**src/rtl/alu_iter_if.sv**
```systemverilog
// Handshake bundle for alu_iter: request side (in_*, A, B, op) and result side (out_*, comp, err).
interface alu_iter_if #(
  parameter int WIDTH = 16
);
  logic             in_valid;
  logic             in_ready;
  logic [WIDTH-1:0] A;
  logic [WIDTH-1:0] B;
  logic [3:0]       op;
  logic             out_valid;
  logic             out_ready;
  logic [WIDTH-1:0] out;
  logic [2:0]       comp;
  logic             err;

  modport master (
    output in_valid, A, B, op, out_ready,
    input  in_ready, out_valid, out, comp, err
  );

  modport slave (
    input  in_valid, A, B, op, out_ready,
    output in_ready, out_valid, out, comp, err
  );
endinterface

```
**src/rtl/alu_iter.sv**
```systemverilog
// Handshaked ALU with iterative multiply and (when ALU_ITER_DIV_EN is defined) restoring
// unsigned divide/remainder. Without ALU_ITER_DIV_EN, divu/remu take the undefined-op path.
module alu_iter #(
  parameter int WIDTH = 16,
  parameter int SHW   = $clog2(WIDTH)
) (
  input  logic       clk,
  input  logic       rst,
  alu_iter_if.slave  bus
);

  localparam logic [3:0] OP_ADD  = 4'b0000;
  localparam logic [3:0] OP_SUB  = 4'b0001;
  localparam logic [3:0] OP_AND  = 4'b0010;
  localparam logic [3:0] OP_OR   = 4'b0011;
  localparam logic [3:0] OP_XOR  = 4'b0100;
  localparam logic [3:0] OP_NOT  = 4'b0101;
  localparam logic [3:0] OP_SHL  = 4'b0110;
  localparam logic [3:0] OP_SHR  = 4'b0111;
  localparam logic [3:0] OP_SRA  = 4'b1000;
  localparam logic [3:0] OP_MUL  = 4'b1001;
  localparam logic [3:0] OP_DIVU = 4'b1010;
  localparam logic [3:0] OP_REMU = 4'b1011;

  typedef enum logic [1:0] {
    S_IDLE = 2'd0,
    S_BUSY = 2'd1,
    S_DONE = 2'd2
  } state_t;

  state_t           r_state;
  state_t           w_state_nxt;
  logic             r_in_ready;
  logic             r_out_valid;
  logic [WIDTH-1:0] r_a;
  logic [WIDTH-1:0] r_b;
  logic [3:0]       r_op;
  logic [SHW-1:0]   r_cnt;
  logic [WIDTH-1:0] r_acc;
  logic [WIDTH-1:0] r_out;
  logic [2:0]       r_comp;
  logic             r_err;

  logic             w_accept;
  logic             w_multi;
  logic [SHW-1:0]   w_shamt;
  logic [WIDTH-1:0] w_sra;
  logic [WIDTH-1:0] w_res;
  logic             w_err;
  logic [WIDTH-1:0] w_mul_nxt;
  logic [WIDTH-1:0] w_iter_res;

`ifdef ALU_ITER_DIV_EN
  logic [WIDTH-1:0] r_rem;
  logic [WIDTH:0]   w_div_sh;
  logic [WIDTH:0]   w_div_df;
  logic             w_div_ok;
  logic [WIDTH-1:0] w_rem_nxt;
  logic [WIDTH-1:0] w_quo_nxt;
`endif

  // Signed three-way compare, exactly one flag set: {gt, eq, lt}.
  function automatic logic [2:0] cmp_flags(input logic [WIDTH-1:0] a, input logic [WIDTH-1:0] b);
    logic [2:0] f;
    if ($signed(a) > $signed(b)) begin
      f = 3'b100;
    end else if (a == b) begin
      f = 3'b010;
    end else begin
      f = 3'b001;
    end
    return f;
  endfunction

  assign w_accept      = bus.in_valid & r_in_ready;
  assign w_shamt       = bus.B[SHW-1:0];
  assign w_sra         = $signed(bus.A) >>> w_shamt;
  assign bus.in_ready  = r_in_ready;
  assign bus.out_valid = r_out_valid;
  assign bus.out       = r_out;
  assign bus.comp      = r_comp;
  assign bus.err       = r_err;

  // Decide whether the presented op needs the iterative engine.
  always_comb begin
    w_multi = 1'b0;
    case (bus.op)
      OP_MUL:  w_multi = 1'b1;
`ifdef ALU_ITER_DIV_EN
      OP_DIVU,
      OP_REMU: w_multi = (bus.B != {WIDTH{1'b0}});
`endif
      default: w_multi = 1'b0;
    endcase
  end

  // Single-cycle result and error for the presented request, including divide by zero.
  always_comb begin
    w_res = {WIDTH{1'b0}};
    w_err = 1'b0;
    case (bus.op)
      OP_ADD:  w_res = bus.A + bus.B;
      OP_SUB:  w_res = bus.A - bus.B;
      OP_AND:  w_res = bus.A & bus.B;
      OP_OR:   w_res = bus.A | bus.B;
      OP_XOR:  w_res = bus.A ^ bus.B;
      OP_NOT:  w_res = ~bus.A;
      OP_SHL:  w_res = bus.A << w_shamt;
      OP_SHR:  w_res = bus.A >> w_shamt;
      OP_SRA:  w_res = w_sra;
      OP_MUL:  w_res = {WIDTH{1'b0}};
`ifdef ALU_ITER_DIV_EN
      OP_DIVU: begin
        w_res = {WIDTH{1'b1}};
        w_err = 1'b1;
      end
      OP_REMU: begin
        w_res = bus.A;
        w_err = 1'b1;
      end
`endif
      default: begin
        w_res = {WIDTH{1'b0}};
        w_err = 1'b1;
      end
    endcase
  end

  // MSB-first shift-add: acc = 2*acc + (B[cnt] ? A : 0), kept to WIDTH bits.
  assign w_mul_nxt = {r_acc[WIDTH-2:0], 1'b0} + (r_b[r_cnt] ? r_a : {WIDTH{1'b0}});

`ifdef ALU_ITER_DIV_EN
  // Restoring step: bring in dividend bit cnt, keep the difference only when it does not borrow.
  assign w_div_sh  = {r_rem, r_a[r_cnt]};
  assign w_div_df  = w_div_sh - {1'b0, r_b};
  assign w_div_ok  = ~w_div_df[WIDTH];
  assign w_rem_nxt = w_div_ok ? w_div_df[WIDTH-1:0] : w_div_sh[WIDTH-1:0];
  assign w_quo_nxt = {r_acc[WIDTH-2:0], w_div_ok};
`endif

  // Result of the final iteration, selected by the captured op.
  always_comb begin
    w_iter_res = {WIDTH{1'b0}};
    case (r_op)
      OP_MUL:  w_iter_res = w_mul_nxt;
`ifdef ALU_ITER_DIV_EN
      OP_DIVU: w_iter_res = w_quo_nxt;
      OP_REMU: w_iter_res = w_rem_nxt;
`endif
      default: w_iter_res = {WIDTH{1'b0}};
    endcase
  end

  // Next-state logic for IDLE/BUSY/DONE.
  always_comb begin
    w_state_nxt = r_state;
    case (r_state)
      S_IDLE: begin
        if (w_accept) begin
          w_state_nxt = w_multi ? S_BUSY : S_DONE;
        end else begin
          w_state_nxt = S_IDLE;
        end
      end
      S_BUSY: begin
        if (r_cnt == {SHW{1'b0}}) begin
          w_state_nxt = S_DONE;
        end else begin
          w_state_nxt = S_BUSY;
        end
      end
      S_DONE: begin
        if (bus.out_ready) begin
          w_state_nxt = S_IDLE;
        end else begin
          w_state_nxt = S_DONE;
        end
      end
      default: w_state_nxt = S_IDLE;
    endcase
  end

  // State register with registered handshake flags decoded from the next state.
  always_ff @(posedge clk) begin
    if (rst) begin
      r_state     <= S_IDLE;
      r_in_ready  <= 1'b1;
      r_out_valid <= 1'b0;
    end else begin
      r_state     <= w_state_nxt;
      r_in_ready  <= (w_state_nxt == S_IDLE);
      r_out_valid <= (w_state_nxt == S_DONE);
    end
  end

  // Operand capture, iteration datapath and result registers (written only on DONE entry).
  always_ff @(posedge clk) begin
    if (rst) begin
      r_a    <= {WIDTH{1'b0}};
      r_b    <= {WIDTH{1'b0}};
      r_op   <= 4'b0000;
      r_cnt  <= {SHW{1'b0}};
      r_acc  <= {WIDTH{1'b0}};
      r_out  <= {WIDTH{1'b0}};
      r_comp <= 3'b000;
      r_err  <= 1'b0;
`ifdef ALU_ITER_DIV_EN
      r_rem  <= {WIDTH{1'b0}};
`endif
    end else begin
      case (r_state)
        S_IDLE: begin
          if (w_accept) begin
            r_a   <= bus.A;
            r_b   <= bus.B;
            r_op  <= bus.op;
            r_cnt <= SHW'(WIDTH - 1);
            r_acc <= {WIDTH{1'b0}};
`ifdef ALU_ITER_DIV_EN
            r_rem <= {WIDTH{1'b0}};
`endif
            if (!w_multi) begin
              r_out  <= w_res;
              r_comp <= cmp_flags(bus.A, bus.B);
              r_err  <= w_err;
            end
          end
        end
        S_BUSY: begin
`ifdef ALU_ITER_DIV_EN
          r_acc <= (r_op == OP_MUL) ? w_mul_nxt : w_quo_nxt;
          r_rem <= w_rem_nxt;
`else
          r_acc <= w_mul_nxt;
`endif
          if (r_cnt == {SHW{1'b0}}) begin
            r_out  <= w_iter_res;
            r_comp <= cmp_flags(r_a, r_b);
            r_err  <= 1'b0;
          end else begin
            r_cnt <= r_cnt - SHW'(1);
          end
        end
        S_DONE: begin
          r_out <= r_out;
        end
        default: begin
          r_out <= r_out;
        end
      endcase
    end
  end

endmodule

```
**src/flat_wrapper.sv**
```systemverilog
// flat-port wrapper written by rule: the top's interface ports become plain ports
module alu_iter_flat 
#(
  parameter int WIDTH = 16,
  parameter int SHW   = $clog2(WIDTH)
)
  (clk, rst, bus_in_valid, bus_A, bus_B, bus_op, bus_out_ready, bus_in_ready, bus_out_valid, bus_out, bus_comp, bus_err);
  alu_iter_if #(.WIDTH(WIDTH)) bus_i ();
  input  logic clk;
  input  logic rst;
  input wire logic [$bits(bus_i.in_valid)-1:0] bus_in_valid;
  input wire logic [$bits(bus_i.A)-1:0] bus_A;
  input wire logic [$bits(bus_i.B)-1:0] bus_B;
  input wire logic [$bits(bus_i.op)-1:0] bus_op;
  input wire logic [$bits(bus_i.out_ready)-1:0] bus_out_ready;
  output wire logic [$bits(bus_i.in_ready)-1:0] bus_in_ready;
  output wire logic [$bits(bus_i.out_valid)-1:0] bus_out_valid;
  output wire logic [$bits(bus_i.out)-1:0] bus_out;
  output wire logic [$bits(bus_i.comp)-1:0] bus_comp;
  output wire logic [$bits(bus_i.err)-1:0] bus_err;
  assign bus_i.in_valid = bus_in_valid;
  assign bus_i.A = bus_A;
  assign bus_i.B = bus_B;
  assign bus_i.op = bus_op;
  assign bus_i.out_ready = bus_out_ready;
  assign bus_in_ready = bus_i.in_ready;
  assign bus_out_valid = bus_i.out_valid;
  assign bus_out = bus_i.out;
  assign bus_comp = bus_i.comp;
  assign bus_err = bus_i.err;
  alu_iter #(.WIDTH(WIDTH), .SHW(SHW)) u_core (.clk(clk), .rst(rst), .bus(bus_i));
endmodule
```
**config.mk**
```make
export PLATFORM = sky130hd
export DESIGN_NAME = alu_iter_flat
export DESIGN_NICKNAME = d
export VERILOG_FILES = /design/src/rtl/alu_iter_if.sv /design/src/rtl/alu_iter.sv /design/src/flat_wrapper.sv
export SDC_FILE = /design/constraint.sdc
export NUM_CORES = 1
export LEC_CHECK = 0
export CORE_ASPECT_RATIO = 2
export CORE_MARGIN = 5
export CORE_UTILIZATION = 25
export CTS_BUF_LIST = sky130_fd_sc_hd__clkbuf_2
export CTS_CLUSTER_DIAMETER = 150
export DETAILED_ROUTE_END_ITERATION = 16
export HOLD_SLACK_MARGIN = 0.1
export PLACE_DENSITY = 0.46
export SLEW_MARGIN = 20
export SYNTH_ARGS = -nofsm -noshare
export SYNTH_HDL_FRONTEND = slang
export SYNTH_SLANG_ARGS = --single-unit
export TNS_END_PERCENT = 30
```
**constraint.sdc**
```tcl
create_clock -name clk -period 5.65 [get_ports clk]
set_input_delay 1.695 -clock clk [delete_from_list [all_inputs] [get_ports clk]]
set_output_delay 1.695 -clock clk [all_outputs]
set_load 0.03 [all_outputs]
```
[Word-level counts from Yosys, hierarchy flattened]
Index checks and enable logic that the tools add are counted.
Storage, ports and cells
  logic and storage cells: 88
  register bits after elaboration: 79
  bits of input ports: 40
  output and inout port bits: 22
Operators by class
  shifts and indexed selects: 3
  reduce and logical (&&, ||, !) cells: 10
  magnitude comparators: 3
  bitwise gates (word level): 5
  eq/ne operators: 19
  mux-type cells: 33
  add/sub/neg operators: 4
Operators with widths (count)
  16-bit case mux with 9 select lines: 1
  16-bit 2-to-1 mux: 5
  16-bit adder: 2
  16-bit == test: 2
  16-bit > comparator: 2
  16-bit case mux with 2 select lines: 1
  15-bit case mux with 2 select lines: 1
  16-bit AND: 1
  4-bit by 3-bit == test with 1-bit output, second input constant: 4
  16-bit inverter: 1
  16-bit OR: 1
  16-bit by 4-bit << shifter with 16-bit output: 1
  16-bit by 4-bit right shift with 16-bit output: 1
  16-bit by 4-bit >>> shifter with 16-bit output: 1
  16-bit subtractor: 1
  16-bit XOR: 1
  15-bit 2-to-1 mux: 1
  3-bit 2-to-1 mux: 5
  4-bit == test, second input constant: 3
  2-bit 2-to-1 mux: 6
  10-bit OR reduction: 1
  4-bit by 2-bit == test with 1-bit output, second input constant: 2
  4-bit zero test: 2
  4-bit 2-to-1 mux: 2
  19 further kinds: 29

[Logic depth before layout (Yosys ltp)]
  depth in word-level cells: 7
  gate-level depth with buffers: 14
  mapped depth without buffers: 13

[Least setup slack after synthesis]
Ideal clock, no wire load.
  path type: input -> register
  start: input bus_B[2]
  end: register u_core.r_out[15], in the netlist u_core.bus.out[15]
  library setup time: 134 ps
  buffers on the path: 4
  arrival time: 4550 ps
  stages: 14
  path slack: 967 ps
  data required time: 5516 ps
  cell sequence: clkbuf_1 -> inv_1 -> clkbuf_1 -> buf_2 -> ha_1 -> buf_2 -> nor3_1 -> a2111oi_2 -> o21bai_1 -> a311oi_2 -> o221ai_1 -> xnor2_1 -> a221oi_1 -> o22ai_1
On the way
  word-level cells in the longest chain between the ends: 5
  elaborated cells on any way between the ends: 9
  those cells by class: add/sub (2); shift (3); mux (4)
Ends and longest elaborated chain
  from (decl): line flat_wrapper.sv:13  | input wire logic [$bits(bus_i.B)-1:0] bus_B;
  16-bit subtractor, or another cell as far along: line alu_iter.sv:103  | OP_SUB: w_res = bus.A - bus.B;
  16-bit case mux with 9 select lines (*): line alu_iter.sv:101  | case (bus.op)
  16-bit 2-to-1 mux (*): line alu_iter.sv:222  | if (!w_multi) begin
  16-bit 2-to-1 mux (*): line alu_iter.sv:213  | if (w_accept) begin
  16-bit case mux with 2 select lines (*): line alu_iter.sv:211  | case (r_state)
  to (signal assigned): line alu_iter.sv:204  | r_out <= {WIDTH{1'b0}};
  to (signal assigned): line alu_iter.sv:223  | r_out <= w_res;
  to (signal assigned): line alu_iter.sv:237  | r_out <= w_iter_res;
  to (decl): line alu_iter.sv:40  | logic [WIDTH-1:0] r_out;
Every way passes the cells marked *; elsewhere a longest branch is shown, timed or not. The select of a mux whose other input is x is not followed.
A chain may end at the register's enable or synchronous reset.

[Final worst setup path]
  start: register u_core.r_cnt[2]
  end: register u_core.r_out[13], in the netlist u_core.bus.out[13]
On the way
  word-level cells in the longest chain between the ends: 7
  elaborated cells on any way between the ends: 10
  those cells by class: add/sub (1); eq/ne (1); mux (6); reduce/logical (2)
Ends and longest elaborated chain
  from (decl): line alu_iter.sv:38  | logic [SHW-1:0] r_cnt;
  from (signal assigned): line alu_iter.sv:202  | r_cnt <= {SHW{1'b0}};
  from (signal assigned): line alu_iter.sv:217  | r_cnt <= SHW'(WIDTH - 1);
  from (signal assigned): line alu_iter.sv:241  | r_cnt <= r_cnt - SHW'(1);
  1-bit binary-select mux with 4-bit select: line alu_iter.sv:130  | assign w_mul_nxt = {r_acc[WIDTH-2:0], 1'b0} + (r_b[r_cnt] ? r_a : {WIDTH{1'b0}});
  1-bit 2-to-1 mux (implied by the code): line alu_iter.sv:130
  16-bit 2-to-1 mux: line alu_iter.sv:130
  16-bit adder: line alu_iter.sv:130
  16-bit 2-to-1 mux: line alu_iter.sv:144  | case (r_op)
  16-bit 2-to-1 mux: line alu_iter.sv:236  | if (r_cnt == {SHW{1'b0}}) begin
  16-bit case mux with 2 select lines: line alu_iter.sv:211
  to (signal assigned): line alu_iter.sv:223
  to (signal assigned): line alu_iter.sv:237
  to (signal assigned): line alu_iter.sv:245  | r_out <= r_out;
Parallel ways exist; a longest one is shown, timed or not. The select of a mux whose other input is x is not followed.

==> impl_metrics.env <==
export IMPL_status="finished, final reports clean"
export IMPL_cp_max_fo=17
export IMPL_clockBufferDepth=2
export IMPL_rows=94
export IMPL_drtIter0Drc=607
export IMPL_report_final_slew_viol_count=0
export IMPL_synth_cells=1113
export IMPL_clk_latency_ns=0.64
export IMPL_post_route_period_util_pct=82.0
export IMPL_seqPwrFrac_pct=35.8
export IMPL_clock_sinks=79
export IMPL_crit_type="register to register"
export IMPL_grt_pass1_vias=8908
export IMPL_hold_viol=0
export IMPL_port_buffer_count=61
export IMPL_grt_usage_pct=20.4
export IMPL_ys_flop_type="dfxtp_1"
export IMPL_vdd_drop_max_mv=0.0847
export IMPL_grt_max_degree=46
export IMPL_die_h_um=268
export IMPL_synth_top_area_share_pct=19.0
export IMPL_yosysMostFrequentCell="nand2_1"
export IMPL_synth_area_um2=8320
export IMPL_cts_setup_buffers=0
export IMPL_fin_worst_skew_ns=0.0422
export IMPL_grt_antenna_before_repair=1
export IMPL_pwr_share_comb_pct=40.9
export IMPL_intPower_w=0.00106
export IMPL_cts_hold_buf=0
export IMPL_finalSetupTns_ns=0
export IMPL_dr_pass1_iters=5
export IMPL_clock_power_share_pct=23.3
export IMPL_ant_nets=0
export IMPL_vias=8745
export IMPL_p_per_area_nw_per_um2=186
export IMPL_fp_dieW_um=139
export IMPL_start_kind="register"
export IMPL_critPathRequiredTime_ns=6.25
export IMPL_worst_pin_slew_ns=0.805
export IMPL_hold_start="u_core.r_op[3]"
export IMPL_whs_endpoint="u_core.r_op[3]"
export IMPL_grt_pass1_wl_um=57100
export IMPL_ys_types=86
export IMPL_start_util_pct=25.3
export IMPL_viasPerCell=5.54
export IMPL_gp_congestion=0.968
export IMPL_synth_seq_cells=79
export IMPL_swShare_pct=40.8
export IMPL_drv_cap=0
export IMPL_power_leakage_nw=3.77
export IMPL_fmax_mhz=216
export IMPL_finalNetCount=1264
export IMPL_r2r_start="u_core.r_cnt[2]"
export IMPL_layout_drive_gt1_share_pct=10.0
export IMPL_slew_headroom_pct=45.7
export IMPL_r2r_cells=13
export IMPL_synth_top_cell_by_area="dfxtp_1"
export IMPL_synth_seq_area_share_pct=19.0
export IMPL_drc=0
export IMPL_clkTransAtPathRegs_ns=0.26
export IMPL_finalCriticalPeriod_ns=4.63
export IMPL_die_area_um2=37300
export IMPL_rsz0062_at_grt="false"
export IMPL_yosys_warnings=0
export IMPL_synth_edf_count=0
export IMPL_area_growth_pct=15.2
export IMPL_finalWirelength_um=39000
export IMPL_overflow=0
export IMPL_dp_slack_ns=0.393
export IMPL_synthArstFlopShare_pct=0
export IMPL_min_path_type="register to register"
export IMPL_hpwl_um=31900
export IMPL_ios=62
export IMPL_synth_area_leaders="dfxtp_1 19%, ha_1 12%, a21oi_1 7.1%"
export IMPL_postSynthAreaPerCell_um2=7.48
export IMPL_cts_resized=0
export IMPL_syn_nets=1236
export IMPL_worstPathArrival_ns=5.23
export IMPL_endpoint_kind="register"
export IMPL_fp_coreArea_um2=32900
export IMPL_cts_buffers=9
export IMPL_setup_violations=0
export IMPL_min_path_cells=2
export IMPL_finalWorstSetupSlack_ns=1.02
export IMPL_p_sw_w=0.000728
export IMPL_cts_tree="yes"
export IMPL_wl_per_cell_um=24.7
export IMPL_htree_levels=3
export IMPL_r2r_setup_slack_ns=1.02
export IMPL_ys_top_cells_by_count="150 x nand2_1, 118 x a21oi_1, 92 x nor2_1"
export IMPL_rr_endpoint="u_core.bus.out[13]"
export IMPL_root_buffer="clkbuf_2"
[worst max path at each step]
stage | from | endpoint | slack, ns | cells past startpoint
6_report | u_core.r_cnt[2] | u_core.bus.out[13] | 1.02 | 13
5_1_grt | u_core.r_cnt[2] | u_core.bus.out[13] | 0.76 | 13
4_1_cts | u_core.r_cnt[2] | u_core.bus.out[13] | 1.00 | 13
3_5_place_dp | bus_A[5] | u_core.bus.out[14] | 0.39 | 12
3_3_place_gp | bus_A[0] | u_core.bus.out[6] | 0.47 | 11
2_1_floorplan | bus_B[2] | u_core.bus.out[15] | 0.97 | 14
[critical path, cell delays in order (launching register included)]
cell and delay (ns):
dfxtp_1 0.61, mux4_2 0.57, mux4_2 0.65, and2_1 0.24
ha_1 0.22, fa_1 0.44, a21oi_1 0.33, o2111ai_1 0.27
a21oi_1 0.21, o22ai_1 0.15, o41ai_1 0.36, xnor2_1 0.28
a31oi_1 0.14, o21bai_1 0.14
[stage by stage]
step	instances	utilization (%)	total power (W)	hold WS, ns	cell area, um2
3_3_place_gp	1562	28.6	0.00137	0.439	9420
3_5_place_dp	1562	28.6	0.00138	0.444	9420
4_1_cts	1578	29.1	0.00179	0.470	9580
5_1_grt	1579	29.1	0.00187	0.502	9580
2_1_floorplan	1113	-	0.00108	0.431	8320
6_report	1579	29.1	0.00178	0.472	9580
[metal layers]
metal | global-route usage, % | routed length, um | up-vias
met5 | 0 | 0 | -
met4 | 15.0 | 3180 | 0
met3 | 1.92 | 1310 | 109
met2 | 42.3 | 22200 | 274
met1 | 17.6 | 12300 | 4271
li1 | - | - | 4091
[power by group through the flow]
stage	combinational [W]	clock, W	sequential [W]
finish	0.000729	0.000415	0.000639
global placement	0.000724	0	0.000651
floorplan	0.000431	0	0.000652
CTS	0.000727	0.000425	0.000640
global route	0.000780	0.000446	0.000643
detailed placement	0.000725	0	0.000651
[placed cells by master (no fill, tap or decap), types with 9 or more instances in the layout]
cell type,Yosys,final
a21oi_1,118,118
nor2b_1,9,9
clkbuf_2,0,9
a311oi_1,9,9
nor2_1,92,91
xnor2_1,12,12
mux4_2,21,21
o22ai_1,16,16
a211oi_1,19,19
dfxtp_1,79,79
and2_1,18,18
inv_1,68,68
clkdlybuf4s50_1,0,58
nand3_1,37,37
nor3_1,30,30
mux2i_1,22,22
a31oi_1,10,10
ha_1,80,80
nand2_1,150,150
o21ai_0,34,34
a21o_1,11,11
buf_4,2,44
[logic make-up (layout without fill, tap and decap cells)]
group / Yosys count / after routing / share of synthesized area [%]
and+or+nand+nor: 396 / 396 / 22.7
AOI/OAI and AO/OA: 331 / 331 / 26.7
buffers and inverters: 156 / 189 / 7.62
adders and majority gates: 83 / 83 / 12.7
DFF: 79 / 79 / 19.0
muxes: 51 / 51 / 9.41
xor gates and xnor gates: 17 / 17 / 1.79
other: 0 / 1 / 0
[flip-flops by register name, indices dropped and copies added (netlist names)]
register,flops
u_core.bus.out,16
u_core.r_a,16
u_core.r_b,16
u_core.r_acc,15
u_core.r_cnt,4
u_core.r_op,4
u_core.bus.comp,3
u_core.r_state,2
u_core.bus.err,1
u_core.bus.in_ready,1
u_core.bus.out_valid,1
[layout make-up]
type,instances,area (um2)
fill,3687,23300
multi-input combinational,878,6110
sequential,79,1580
timing repair buffer,105,926
tap,432,541
inverter,68,255
clock inverter,7,119
clock buffer,9,45.0
antenna,1,2.50
Power figures use the tool's default switching activity.
